[src/rtl/sdram_port_arbiter.sv]
// rtl/sdram_port_arbiter.sv - two-port round-robin front end for an SDRAM driver
// Holds off new grants ahead of each refresh and bounds every driver handshake with a timeout.
module sdram_port_arbiter #(
    parameter int REFRESH_INTERVAL = 1116,
    parameter int GUARD            = 32,
    parameter int TIMEOUT          = 255
) (
    input  logic        SDRAM_CLK_IN,
    input  logic        reset,
    input  logic        a_req,
    input  logic        b_req,
    input  logic        a_we,
    input  logic        b_we,
    input  logic [12:0] a_addr,
    input  logic [12:0] b_addr,
    input  logic [1:0]  a_bank,
    input  logic [1:0]  b_bank,
    output logic        a_grant,
    output logic        b_grant,
    output logic        a_done,
    output logic        b_done,
    output logic        start_write,
    output logic        start_read,
    output logic [12:0] ADDR,
    output logic [1:0]  BANK,
    input  logic        process_flg,
    output logic        refresh_due,
    output logic        timeout_err
);

    localparam int RW = $clog2(REFRESH_INTERVAL) + 1;
    localparam int TW = $clog2(TIMEOUT) + 1;

    localparam logic [1:0] S_IDLE      = 2'd0;
    localparam logic [1:0] S_ISSUE     = 2'd1;
    localparam logic [1:0] S_WAIT_BUSY = 2'd2;
    localparam logic [1:0] S_WAIT_IDLE = 2'd3;

    logic [1:0]    state_q, state_d;
    logic          owner_q, owner_d;      // 1 = port B owns the transaction
    logic          we_q, we_d;
    logic [12:0]   addr_q, addr_d;
    logic [1:0]    bank_q, bank_d;
    logic          last_b_q, last_b_d;    // 1 = port B was served last
    logic          a_done_q, a_done_d;
    logic          b_done_q, b_done_d;
    logic [RW-1:0] ref_q, ref_d;
    logic [TW-1:0] tmo_q, tmo_d;
    logic          err_q, err_d;

    logic          a_win, b_win, finish, tmo_hit, strobe_on;
    logic [TW-1:0] tmo_inc;

    assign refresh_due = (ref_q >= RW'(REFRESH_INTERVAL - GUARD));
    assign a_win       = a_req & (~b_req | last_b_q);
    assign b_win       = b_req & ~a_win;
    assign tmo_inc     = tmo_q + TW'(1);
    assign tmo_hit     = (tmo_inc == TW'(TIMEOUT));

    always_comb begin
        state_d  = state_q;
        owner_d  = owner_q;
        we_d     = we_q;
        addr_d   = addr_q;
        bank_d   = bank_q;
        last_b_d = last_b_q;
        tmo_d    = tmo_q;
        err_d    = err_q;
        a_done_d = 1'b0;
        b_done_d = 1'b0;
        finish   = 1'b0;
        ref_d    = (ref_q == RW'(REFRESH_INTERVAL - 1)) ? '0 : ref_q + RW'(1);

        case (state_q)
            S_IDLE: begin
                if ((a_req || b_req) && !process_flg && !refresh_due) begin
                    state_d = S_ISSUE;
                    owner_d = b_win;
                    we_d    = b_win ? b_we   : a_we;
                    addr_d  = b_win ? b_addr : a_addr;
                    bank_d  = b_win ? b_bank : a_bank;
                end
            end
            S_ISSUE: begin
                state_d = S_WAIT_BUSY;
                tmo_d   = '0;
            end
            S_WAIT_BUSY: begin
                if (process_flg) begin
                    state_d = S_WAIT_IDLE;
                    tmo_d   = '0;
                end else if (tmo_hit) begin
                    err_d  = 1'b1;
                    finish = 1'b1;
                end else begin
                    tmo_d = tmo_inc;
                end
            end
            S_WAIT_IDLE: begin
                if (!process_flg) begin
                    finish = 1'b1;
                end else if (tmo_hit) begin
                    err_d  = 1'b1;
                    finish = 1'b1;
                end else begin
                    tmo_d = tmo_inc;
                end
            end
            default: state_d = S_IDLE;
        endcase

        // Normal completion and timeout abort both release the owner the same way.
        if (finish) begin
            state_d  = S_IDLE;
            tmo_d    = '0;
            a_done_d = ~owner_q;
            b_done_d = owner_q;
            last_b_d = owner_q;
        end
    end

    always_ff @(posedge SDRAM_CLK_IN) begin
        if (reset) begin
            state_q  <= S_IDLE;
            owner_q  <= 1'b0;
            we_q     <= 1'b0;
            addr_q   <= '0;
            bank_q   <= '0;
            last_b_q <= 1'b1;
            a_done_q <= 1'b0;
            b_done_q <= 1'b0;
            ref_q    <= '0;
            tmo_q    <= '0;
            err_q    <= 1'b0;
        end else begin
            state_q  <= state_d;
            owner_q  <= owner_d;
            we_q     <= we_d;
            addr_q   <= addr_d;
            bank_q   <= bank_d;
            last_b_q <= last_b_d;
            a_done_q <= a_done_d;
            b_done_q <= b_done_d;
            ref_q    <= ref_d;
            tmo_q    <= tmo_d;
            err_q    <= err_d;
        end
    end

    // Strobe stays low until the driver acknowledges, so a slower driver clock cannot miss it.
    assign strobe_on   = (state_q == S_ISSUE) || (state_q == S_WAIT_BUSY);
    assign start_write = ~(strobe_on & we_q);
    assign start_read  = ~(strobe_on & ~we_q);
    assign a_grant     = (state_q == S_ISSUE) & ~owner_q;
    assign b_grant     = (state_q == S_ISSUE) & owner_q;
    assign a_done      = a_done_q;
    assign b_done      = b_done_q;
    assign ADDR        = addr_q;
    assign BANK        = bank_q;
    assign timeout_err = err_q;

endmodule

[config.mk]
export PLATFORM = sky130hd
export DESIGN_NAME = sdram_port_arbiter
export DESIGN_NICKNAME = d
export VERILOG_FILES = /design/src/rtl/sdram_port_arbiter.sv
export SDC_FILE = /design/constraint.sdc
export NUM_CORES = 1
export LEC_CHECK = 0
export CELL_PAD_IN_SITES_DETAIL_PLACEMENT = 0
export CELL_PAD_IN_SITES_GLOBAL_PLACEMENT = 1
export CORE_UTILIZATION = 35
export CTS_CLUSTER_SIZE = 25
export DETAILED_ROUTE_END_ITERATION = 12
export HOLD_SLACK_MARGIN = 0.03
export PLACE_DENSITY_LB_ADDON = 0.08
export SLEW_MARGIN = 20
export SYNTH_ARGS = -nofsm -noshare
export SYNTH_HDL_FRONTEND = slang
export SYNTH_SLANG_ARGS = --single-unit
[constraint.sdc]
create_clock -name SDRAM_CLK_IN -period 2.9 [get_ports SDRAM_CLK_IN]
set_clock_uncertainty 0.05 [all_clocks]
set_input_delay 0.58 -clock SDRAM_CLK_IN [delete_from_list [all_inputs] [get_ports SDRAM_CLK_IN]]
set_output_delay 0.58 -clock SDRAM_CLK_IN [all_outputs]
set_load 0.05 [all_outputs]
==> results.py <==
metrics = {
    "grt": {
        "grt_max_degree": 24,
        "grt_antenna_before_repair": 0,
        "grt_overflow": 0,
        "grt_pass1_wl_um": 8273,
        "grt.total_usage_pct": 15.94,
        "grt_pass1_vias": 1792,
    },
    "clocking": {
        "post_cts_buffers": 0,
        "clk_path_buf_depth": 2,
        "cts_made_buffers": 5,
        "cts_tree": "built",
        "cts.sinks": 44,
        "clkTransAtPathRegs_ns": 0.08,
        "htreeDepth": 2,
        "insertion_delay_ns": 0.29,
        "cts_resized": 0,
        "root_buffer": "clkbuf_8",
        "hold_buffers": 0,
    },
    "yosys": {
        "synthXorXnorAreaFrac_pct": 4.618,
        "ys_ff_latch": 44,
        "synth_adder_area_share_pct": 4.948,
        "yosysTopAreaCellShare_pct": 38.70,
        "syn_area_per_cell_um2": 8.821,
        "synth_top_family_by_area": "simple AND/OR/NAND/NOR gates",
        "synth-compound-area-share_pct": 17.87,
        "yosysTopAreaCell": "dfxtp_1",
        "syn_area_mm2": 0.002276,
        "muxShareOfSynthArea_pct": 7.916,
        "synth-simple-area-share_pct": 21.77,
        "synth_fp_nets": 304,
        "yosys_warnings": 0,
        "synthCells": 258,
        "yosys-top-cells-area": "dfxtp_1 39%, mux2i_1 7.9%, nor2_1 7.9%",
        "synth-edff-count": 0,
        "ys_types": 49,
        "async_flop_share_pct": 0,
        "synth.yosys.seq_area_share_pct": 38.70,
        "ys.flop_type": "dfxtp_1",
    },
    "final_layout": {
        "fin_area_mm2": 0.003105,
        "layout.nets": 366,
        "drive_gt1_share_pct": 8.100,
        "fin_util_pct": 49.19,
        "diodes": 0,
        "syn_to_final_growth_pct": 36.45,
    },
    "drt": {
        "vias": 1984,
        "route.detailed.drc": 0,
        "drtIter0Drc": 51,
        "viasPerCell": 4.985,
        "dr.pass1.iters": 4,
        "ant_nets": 0,
        "wire_per_inst_um": 12.88,
        "wirelength_um": 5127,
    },
    "pwr": {
        "power_leakage_uw": 0.001171,
        "p_per_area_mw_per_mm2": 732.2,
        "p_total_uw": 2274,
        "ir_drop_mv": 0.3403,
    },
    "flow_run": {
        "maxCapViolations": 0,
    },
    "placed_design": {
        "portBuffers": 59,
        "hpwl_um": 3832,
        "placed_cell_area_mm2": 0.002982,
        "place_congestion": 0.7693,
    },
    "outcome": {
        "status": "completed",
    },
    "setup_path": {
        "crit_arrival_ns": 2.04,
        "crit_start": "state_q[1]",
        "r2r_end": "ref_q[11]",
        "worst-r2r-cell-count": 4,
        "critPathLaunchType": "flop",
        "r2r_slack_ns": 0.53,
        "worstSetupEndpoint": "start_read",
        "worstSetupPathType": "reg2out",
        "setup.worst_path.end_class": "output pin",
        "worstPathMaxFanout": 4,
        "cp.required_ns": 2.27,
        "rr_startpoint": "ref_q[7]",
    },
    "die": {
        "die_h_um": 82.64,
        "dieArea_mm2": 0.006829,
        "die_w_um": 82.64,
        "coreArea_mm2": 0.006314,
        "io_pins": 60,
        "start_util_pct": 36.05,
        "rows": 29,
    },
    "sta": {
        "fin_crit_sh_pct": 91.98,
        "max-slew-margin-rel_pct": 27.68,
        "setup_tns_ns": 0,
        "min_period_ns": 2.667,
        "rsz0062_at_grt": "no",
        "worst_slew_pin_slew_ns": 1.071,
        "whs_ns": 0.4282,
        "maxClockFrequency_mhz": 374.9,
        "finalHoldViolCount": 0,
        "slew_violations": 0,
        "setup_viol": 0,
    },
    "worst_hold_path": {
        "min_path_type": "reg2reg",
    },
}
## per-stage QoR
step           std cells  setup WS (ns)
4_1_cts              398       0.003687
3_3_place_gp         390         0.3537
5_1_grt              398         0.1112
6_report             398         0.2327
3_5_place_dp         390         0.3480
2_1_floorplan        258         0.6275
## critical path, cell delays in order (launching register included)
cell	delay, ns
dfxtp_1	0.40
inv_1	0.10
ha_1	0.34
nand2b_1	0.10
clkdlybuf4s50_1	0.80
## Yosys cell counts (all sizes together) (2+ instances only)
cell type  instances
a211oi            16
a21boi             2
a21oi              8
a22oi              2
a32oi              3
and2               2
and3               6
and4               3
buf                4
clkbuf             9
dfxtp             44
ha                 9
inv                8
mux2i             18
nand2             10
nand2b             5
nand3              9
nand4              2
nand4b             2
nor2              48
nor2b              3
nor4               2
o211ai             3
o21ai              8
or2                2
or3                2
xnor2              4
xor2               8
## kinds of logic after synthesis
logic type	count (synthesis)
AND/OR/NAND/NOR	99
AO/OA/AOI/OAI	55
flip-flops	44
buffers and inverters	21
multiplexers	18
XOR/XNOR	12
adder cells (fa/ha/maj)	9
## power breakdown
group | internal (µW) | switching [µW] | leakage (µW)
Clock | 282 | 212 | 0.0000614
Combinational | 399 | 640 | 0.000751
Sequential | 687 | 53.9 | 0.000359
Total | 1370 | 906 | 0.00117
## registers in the layout (all words and copies together) (netlist names)
name / count
ADDR: 13
we_q: 1
timeout_err: 1
ref_q: 12
last_b_q: 1
b_done: 1
owner_q: 1
a_done: 1
BANK: 2
state_q: 2
tmo_q: 9
## placed cells by master, fill, tap and decap left out, types with 4 or more instances in the layout
| master | instances |
|---|---|
| nor2_1 | 48 |
| nand3_1 | 9 |
| a21oi_1 | 8 |
| buf_4 | 8 |
| mux2i_1 | 18 |
| inv_1 | 8 |
| xor2_1 | 8 |
| o21ai_0 | 7 |
| nand2b_1 | 5 |
| and3_1 | 6 |
| nand2_1 | 10 |
| a211oi_1 | 15 |
| xnor2_1 | 4 |
| ha_1 | 9 |
| clkbuf_8 | 6 |
| dfxtp_1 | 44 |
| clkdlybuf4s50_1 | 58 |
## per-layer routing
layer / track usage (%) / up-vias / part of all wire (%)
li1: - / 1043 / -
met3: 3.297 / 7 / 3.3
met2: 27.95 / 29 / 51
met5: 0 / - / 0
met1: 19.49 / 905 / 45
met4: 4.655 / 0 / 1.1
## cell type report
cell class | count | area (µm²)
clock inverters | 2 | 38.79
fillers | 631 | 3208
clock buffers | 6 | 82.58
multi-input cells | 193 | 1304
repair buffers | 68 | 673.1
flip-flops and latches | 44 | 880.8
well taps | 77 | 96.34
inverters | 8 | 30.03
## how the worst min path moves through the flow
stage | from | end | slack (ns) | cells after the start
2_1_floorplan | ref_q[0] | ref_q[0] | 0.40 | 1
3_5_place_dp | timeout_err | timeout_err | 0.41 | 1
4_1_cts | timeout_err | timeout_err | 0.43 | 1
6_report | timeout_err | timeout_err | 0.43 | 1
3_3_place_gp | timeout_err | timeout_err | 0.41 | 1
5_1_grt | timeout_err | timeout_err | 0.45 | 1
(Power assumes the default switching activity.)
